### config.mk
export PLATFORM = sky130hd
export DESIGN_NAME = nettlp_rx_filter
export DESIGN_NICKNAME = d
export VERILOG_FILES = /design/src/rtl/nettlp_rx_filter.sv
export SDC_FILE = /design/constraint.sdc
export NUM_CORES = 1
export LEC_CHECK = 0
export BUFFER_PORTS_ARGS = -buffer_cell sky130_fd_sc_hd__clkbuf_2
export CAP_MARGIN = 15
export CORE_UTILIZATION = 54
export CTS_CLUSTER_DIAMETER = 50
export DETAILED_ROUTE_END_ITERATION = 6
export PLACE_DENSITY = 0.94
export SLEW_MARGIN = 10
export SYNTH_ARGS = -nofsm -noshare
export SYNTH_HDL_FRONTEND = slang
export SYNTH_SLANG_ARGS = --single-unit
### constraint.sdc
create_clock -name eth_clk -period 12.87 [get_ports eth_clk]
set_input_delay 2.574 -clock eth_clk [delete_from_list [all_inputs] [get_ports eth_clk]]
set_output_delay 2.574 -clock eth_clk [all_outputs]
set_load 0.02 [all_outputs]
### src/rtl/nettlp_rx_filter.sv
// nettlp_rx_filter: strips Ethernet/IPv4/UDP/NetTLP headers (48 bytes, beats
// 0-5) from a 64-bit MAC receive stream and forwards the TLP payload of
// frames addressed to the local MAC/IP/UDP port.
// Optional frame statistics: define NETTLP_RX_FILTER_STATS_EN.
module nettlp_rx_filter #(
  parameter int CNT_WIDTH = 32
) (
  input  logic                 eth_clk,
  input  logic                 eth_rst_n,
  input  logic                 eth_rx_tvalid,
  input  logic [63:0]          eth_rx_tdata,
  input  logic [7:0]           eth_rx_tkeep,
  input  logic                 eth_rx_tlast,
  input  logic                 eth_rx_tuser,
  input  logic [47:0]          adapter_reg_srcmac,
  input  logic [31:0]          adapter_reg_srcip,
  input  logic [15:0]          adapter_reg_srcport,
  output logic                 tlp_rx_tvalid,
  output logic [63:0]          tlp_rx_tdata,
  output logic [7:0]           tlp_rx_tkeep,
  output logic                 tlp_rx_tlast,
  output logic                 tlp_rx_tuser,
  output logic [15:0]          nettlp_seq,
  output logic [31:0]          nettlp_tstamp,
  output logic [CNT_WIDTH-1:0] cnt_accept,
  output logic [CNT_WIDTH-1:0] cnt_drop
);

  typedef enum logic [1:0] {HDR, FWD, DROP} state_t;

  state_t      state, state_nx;
  logic [2:0]  cnt, cnt_nx;
  logic        hdr_ok, fwd, acc_inc, drp_inc;
  logic        first_q;
  logic [47:0] mac_q;
  logic [31:0] ip_q;
  logic [15:0] port_q;
  logic [15:0] seq_pend;
  logic [31:0] tstamp_pend;
  logic [1:0]  rst_sync;
  logic        rst_n;

  // Reset: asserts immediately, releases two eth_clk edges later
  always_ff @(posedge eth_clk or negedge eth_rst_n) begin
    if (!eth_rst_n) rst_sync <= 2'b00;
    else            rst_sync <= {rst_sync[0], 1'b1};
  end
  assign rst_n = rst_sync[1];

  // Per-beat header check; byte n of a beat sits in tdata[8n+7:8n]
  always_comb begin
    hdr_ok = 1'b1;
    case (cnt)
      3'd0: hdr_ok = (eth_rx_tdata[47:0] ==
                      {adapter_reg_srcmac[7:0],   adapter_reg_srcmac[15:8],
                       adapter_reg_srcmac[23:16], adapter_reg_srcmac[31:24],
                       adapter_reg_srcmac[39:32], adapter_reg_srcmac[47:40]});
      3'd1: hdr_ok = (eth_rx_tdata[55:32] == {8'h45, 8'h00, 8'h08});
      3'd2: hdr_ok = (eth_rx_tdata[63:56] == 8'h11);
      3'd3: hdr_ok = (eth_rx_tdata[63:48] == {ip_q[23:16], ip_q[31:24]});
      3'd4: hdr_ok = (eth_rx_tdata[15:0]  == {ip_q[7:0], ip_q[15:8]}) &&
                     (eth_rx_tdata[47:32] == {port_q[7:0], port_q[15:8]});
      default: hdr_ok = 1'b1;
    endcase
  end

  // Next-state, beat counter and per-beat forward/count strobes
  always_comb begin
    state_nx = state;
    cnt_nx   = cnt;
    fwd      = 1'b0;
    acc_inc  = 1'b0;
    drp_inc  = 1'b0;
    if (eth_rx_tvalid) begin
      case (state)
        HDR: begin
          if (eth_rx_tlast) begin
            // runt, header-only or rejected-on-last-beat frame
            state_nx = HDR;
            cnt_nx   = 3'd0;
            drp_inc  = 1'b1;
          end else if (!hdr_ok) begin
            state_nx = DROP;
            cnt_nx   = 3'd0;
          end else if (cnt == 3'd5) begin
            state_nx = FWD;
            cnt_nx   = 3'd0;
          end else begin
            cnt_nx = cnt + 3'd1;
          end
        end
        FWD: begin
          fwd = 1'b1;
          if (eth_rx_tlast) begin
            state_nx = HDR;
            acc_inc  = ~eth_rx_tuser;
            drp_inc  = eth_rx_tuser;
          end
        end
        default: begin
          if (eth_rx_tlast) begin
            state_nx = HDR;
            drp_inc  = 1'b1;
          end
        end
      endcase
    end
  end

  // State register and beat counter
  always_ff @(posedge eth_clk or negedge rst_n) begin
    if (!rst_n) begin
      state <= HDR;
      cnt   <= 3'd0;
    end else begin
      state <= state_nx;
      cnt   <= cnt_nx;
    end
  end

  // Sample local addresses at beat 0; capture NetTLP fields at beat 5
  always_ff @(posedge eth_clk or negedge rst_n) begin
    if (!rst_n) begin
      mac_q       <= '0;
      ip_q        <= '0;
      port_q      <= '0;
      seq_pend    <= '0;
      tstamp_pend <= '0;
      first_q     <= 1'b0;
    end else begin
      if (eth_rx_tvalid && state == HDR && cnt == 3'd0) begin
        mac_q  <= adapter_reg_srcmac;
        ip_q   <= adapter_reg_srcip;
        port_q <= adapter_reg_srcport;
      end
      if (eth_rx_tvalid && state == HDR && cnt == 3'd5) begin
        seq_pend    <= {eth_rx_tdata[23:16], eth_rx_tdata[31:24]};
        tstamp_pend <= {eth_rx_tdata[39:32], eth_rx_tdata[47:40],
                        eth_rx_tdata[55:48], eth_rx_tdata[63:56]};
      end
      if (state == HDR && state_nx == FWD) first_q <= 1'b1;
      else if (fwd)                         first_q <= 1'b0;
    end
  end

  // Registered TLP output; NetTLP fields switch with the first payload beat
  always_ff @(posedge eth_clk or negedge rst_n) begin
    if (!rst_n) begin
      tlp_rx_tvalid <= 1'b0;
      tlp_rx_tdata  <= '0;
      tlp_rx_tkeep  <= '0;
      tlp_rx_tlast  <= 1'b0;
      tlp_rx_tuser  <= 1'b0;
      nettlp_seq    <= '0;
      nettlp_tstamp <= '0;
    end else begin
      tlp_rx_tvalid <= fwd;
      tlp_rx_tlast  <= fwd & eth_rx_tlast;
      tlp_rx_tuser  <= fwd & eth_rx_tuser;
      if (fwd) begin
        tlp_rx_tdata <= eth_rx_tdata;
        tlp_rx_tkeep <= eth_rx_tkeep;
      end
      if (fwd && first_q) begin
        nettlp_seq    <= seq_pend;
        nettlp_tstamp <= tstamp_pend;
      end
    end
  end

`ifdef NETTLP_RX_FILTER_STATS_EN
  // Saturating frame counters
  always_ff @(posedge eth_clk or negedge rst_n) begin
    if (!rst_n) begin
      cnt_accept <= '0;
      cnt_drop   <= '0;
    end else begin
      if (acc_inc && cnt_accept != '1) cnt_accept <= cnt_accept + 1'b1;
      if (drp_inc && cnt_drop   != '1) cnt_drop   <= cnt_drop + 1'b1;
    end
  end
`else
  logic unused_cnt;
  assign unused_cnt = acc_inc ^ drp_inc;
  assign cnt_accept = '0;
  assign cnt_drop   = '0;
`endif

endmodule
==> results <==
- Leaving out fill and tap cells, the most frequent cells in the layout are 295 x sky130_fd_sc_hd__clkbuf_2, 226 x sky130_fd_sc_hd__dfrtp_1, 214 x sky130_fd_sc_hd__mux2_2.
- Hold repair after CTS inserted 0 buffers.
- TritonCTS built the clock tree.
- The initial utilization of the core area, before any placement, comes to 55.7%.
- The placed instances occupy a cell area of 11600 um^2.
- The flow ran to the end, but the final reports show violations.
- At the end of the flow, the number of nets in the layout was 1198.
- In the synthesized netlist the async set-or-reset flop fraction comes to 100%.
- The final weighted congestion of routability-driven global placement is 0.794.
- Detailed placement ended at an HPWL of 18600 um.
- The final-layout setup total negative slack is 0 ps.
- Measured along the x axis, the die boundary spans 139 um.
- The final reports fail on design-rule violations.
- For this design the static power due to leakage is 6.65 nW.
- The reg-to-reg setup timing slack is 10400 ps.
- 360 I/O pins were placed.
- Including well taps, the total number of placed cells is 1225.
- After Yosys synthesis, XOR and XNOR cells account for 8.29% of the synthesized area.
- The root buffer cell chosen for the clock tree is sky130_fd_sc_hd__clkbuf_16.
- The largest individual stage delay along the critical path comes from the cell sky130_fd_sc_hd__nor2_4.
- The data arrival at the endpoint of the critical path is 4480 ps.
- The worst hold path belongs to the class register to register.
- At the pin with the least slew margin, the transition time is 1020 ps.
- Summed over all layers, the global routing overflow is 0.
- By area the synthesized netlist is led by sky130_fd_sc_hd__dfrtp_1 56%, sky130_fd_sc_hd__mux2_2 24%, sky130_fd_sc_hd__xor2_1 6.9%.
- The number of buffers and inverters on the critical path is 2.
- The number of maximum-capacitance constraint violations is 0.
- In the final routed layout, each cell accounts on average for 20.2 um.
- After detailed routing, the total wire length is 25700 um.
- For this run, the share of the core covered by cells in the final layout is 68.5%.
- From synthesis to final layout, the design area changed by 22.9%.
- Summing the areas of all compound-gate instances in the mapped netlist gives 0.875% of the synthesized area.
- The fraction of the yosys area taken by sequential cells is 56.0%.
- The pin count of the biggest net entering global routing is 82.
- The wire length of the first global-routing pass is 39800 um.
- With fillers left out, the area of the finished cells amounts to 12500 um^2.
- The post-synthesis register bit count is 227.
- The timing-limited maximum frequency is 0.244 GHz.
- The post-CTS setup repair buffer count is 0.
- The kind of cell with the highest combined delay along the critical path is simple AND/OR/NAND/NOR gates.
- The filler cells instantiated in the layout total 1259.
- The worst setup path is captured at a register.
- The clock latency on the worst-skew pair is 510 ps.
- The number of antenna violations at the first check in global routing is 0.
- The cell row count is 49.
- The library cell with the largest summed area after synthesis is sky130_fd_sc_hd__dfrtp_1.
- In the synthesized netlist, mux cells make up 24.0% of the area.
- The number of setup violations in the final report is 0.
- The die covers 19300 um^2.
- Synthesis produced a netlist whose cell count is 723.
- The library cell used most frequently in the layout, excluding fill and tap cells, is sky130_fd_sc_hd__clkbuf_2.
- The top-area cell type share of the netlist area is 56.0%.
- The most used flip-flop cell after synthesis is sky130_fd_sc_hd__dfrtp_1.
- The number of buffers added on ports is 295.
- The floorplan step set the die height to 139 um.
- In this run, distinct cell masters in the synthesized netlist total 35.
- The maximum count of clock buffers along a single path is 3.
- Setup repair after global routing left no endpoint under its margin.
- The worst-case headroom to the max-slew limit is 31.8%.
- The final critical path takes up 31.8% of the cycle.
- The first routing iteration left 236 violations.
- After synthesis the cells add up to 10100 um^2.
- In this run the number of H-tree levels came out at 1.
- The total power of the final layout is 1.77 mW.
- Of the total synthesized cell area, the portion taken by full adders, half adders and majority gates is 0.123%.
- The count of inserted antenna diode cells is 0.
- The clock drives 227 sinks.
- The post-cts gate resize count is 0.
- Using the TritonRoute via totals, the vias-per-cell ratio works out to 5.27.
- The power per unit of standard cell area is 142 nW/um^2.
- On the worst path, the slowest cell contributes a delay of 580 ps.
- The area of the placeable core is 18200 um^2.
- The number of failing hold endpoints at the final stage was 0.
- Clock-pin slew was measured on the worst setup and hold paths at 60 ps.
- The highest fanout seen on the critical path is 29.
- The number of non-filler instances in the completed layout is 1273.
- Before antenna repair, the detailed router went through 7 iterations.
- Counting I/O delays and the setup requirement, the final critical path takes 4100 ps.
- The path type of the worst setup path is input pin to register.
- The worst-case IR drop observed on VDD is 0.104 mV.
- After synthesis, the mean cell area works out to 14.0 um^2.
- At the worst endpoint, the required time is 13260 ps.
- The kind of start point of the critical path is an input pin.
- The maximum clock skew at final layout is 16.6 ps.
- Of the total synthesized cell area, the portion taken by AND, OR, NAND and NOR gates is 4.35%.
- The count of synthesis-stage warnings from yosys is 0.
- The aggregate global-route resource usage is 27.0%.
- The DRC violation count after routing is 24.
- The final number of max-transition violations is 0.
- The number of clock buffers added by TritonCTS is 26.
- Of the cells placed in the final design, the portion with a size suffix greater than 1 is 54.1%.
- Traced cell by cell, the critical path runs through clkbuf_2, nand2_1, nor2_4, buf_4, mux2_2.
- The total via count after detailed routing is 6712.
- The number of global-route vias before repair is 7040.
- The detail route stage leaves a number of antenna-violating nets equal to 0.
- The number of enable flip-flop cells after synthesis is 0.
- The main combinational cell family by area after synthesis is multiplexers.
## worst paths after layout
kind,startpoint,to,cells past startpoint
max,eth_rx_tvalid,tstamp_pend[29],5
min in group asynchronous,rst_sync[1],tlp_rx_tdata[6],0
max in group asynchronous,rst_sync[1],tlp_rx_tdata[11],1
min reg2reg,rst_sync[0],rst_sync[1],0
min,rst_sync[0],rst_sync[1],0
max reg2reg,state[1],tstamp_pend[29],5
## registers in the layout, summed over array words and instances (netlist names)
| name | cells |
|---|---|
| seq_pend | 16 |
| ip_q | 32 |
| tstamp_pend | 32 |
| port_q | 16 |
| tlp_rx_tvalid | 1 |
| tlp_rx_tlast | 1 |
| nettlp_seq | 16 |
| tlp_rx_tdata | 64 |
| first_q | 1 |
| cnt | 3 |
| tlp_rx_tkeep | 8 |
| state | 2 |
| tlp_rx_tuser | 1 |
| nettlp_tstamp | 32 |
| rst_sync | 2 |
## area by class of cell
class	instances	area [um^2]	area share [%]
Sequential cell	227	5680	45.6
Multi-Input combinational cell	465	4080	32.7
Timing Repair Buffer	301	1520	12.2
Clock buffer	35	736	5.90
Tap cell	229	287	2.30
Clock inverter	13	156	1.25
Inverter	3	11.3	0.0903
## Yosys cell counts, types with 5 or more instances
master and count:
sky130_fd_sc_hd__dfrtp_1 227, sky130_fd_sc_hd__mux2_2 214, sky130_fd_sc_hd__xor2_1 80, sky130_fd_sc_hd__buf_4 64, sky130_fd_sc_hd__buf_2 23, sky130_fd_sc_hd__nor4_1 21
sky130_fd_sc_hd__xnor2_1 16, sky130_fd_sc_hd__nand4_1 9, sky130_fd_sc_hd__nand2_1 8, sky130_fd_sc_hd__nor4b_1 8, sky130_fd_sc_hd__nand3_1 7, sky130_fd_sc_hd__nor2_1 5
sky130_fd_sc_hd__nor3_1 5
## routing by layer
metal	GRT usage (%)	wire [um]	part of all wire, %	vias up
li1	-	-	-	3003
met1	32.3	10100	39	3382
met2	49.4	13500	53	288
met3	5.28	1600	6.2	39
met4	7.31	483	1.9	0
met5	0	0	0	-
## worst reg2reg max path: cells and delay by family, from the launching register on
| family | cells | cell delay [ps] |
|---|---|---|
| buf+inv | 1 | 500 |
| simple gates | 3 | 1040 |
| flops | 1 | 390 |
| mux | 1 | 430 |
## metrics by stage
step / worst slack [ps] / hold slack, ps
after global placement: 8310 / 339
final: 8770 / 346
after floorplan: 6080 / 331
after detailed placement: 8260 / 336
after CTS: 8780 / 350
after global routing: 8690 / 364
## cell families after synthesis
kind of cell	count (synthesis)
adders and majority gates	1
xor gates and xnor gates	96
other	2
AOI/OAI and AO/OA	14
and+or+nand+nor	73
DFF	227
muxes	216
buffers and inverters	94
## report_power, final
part / switching, mW / internal [mW]
registers: 0.0405 / 0.765
logic: 0.111 / 0.101
clock network: 0.291 / 0.464
Note: power is estimated with default switching activity, not from simulation.
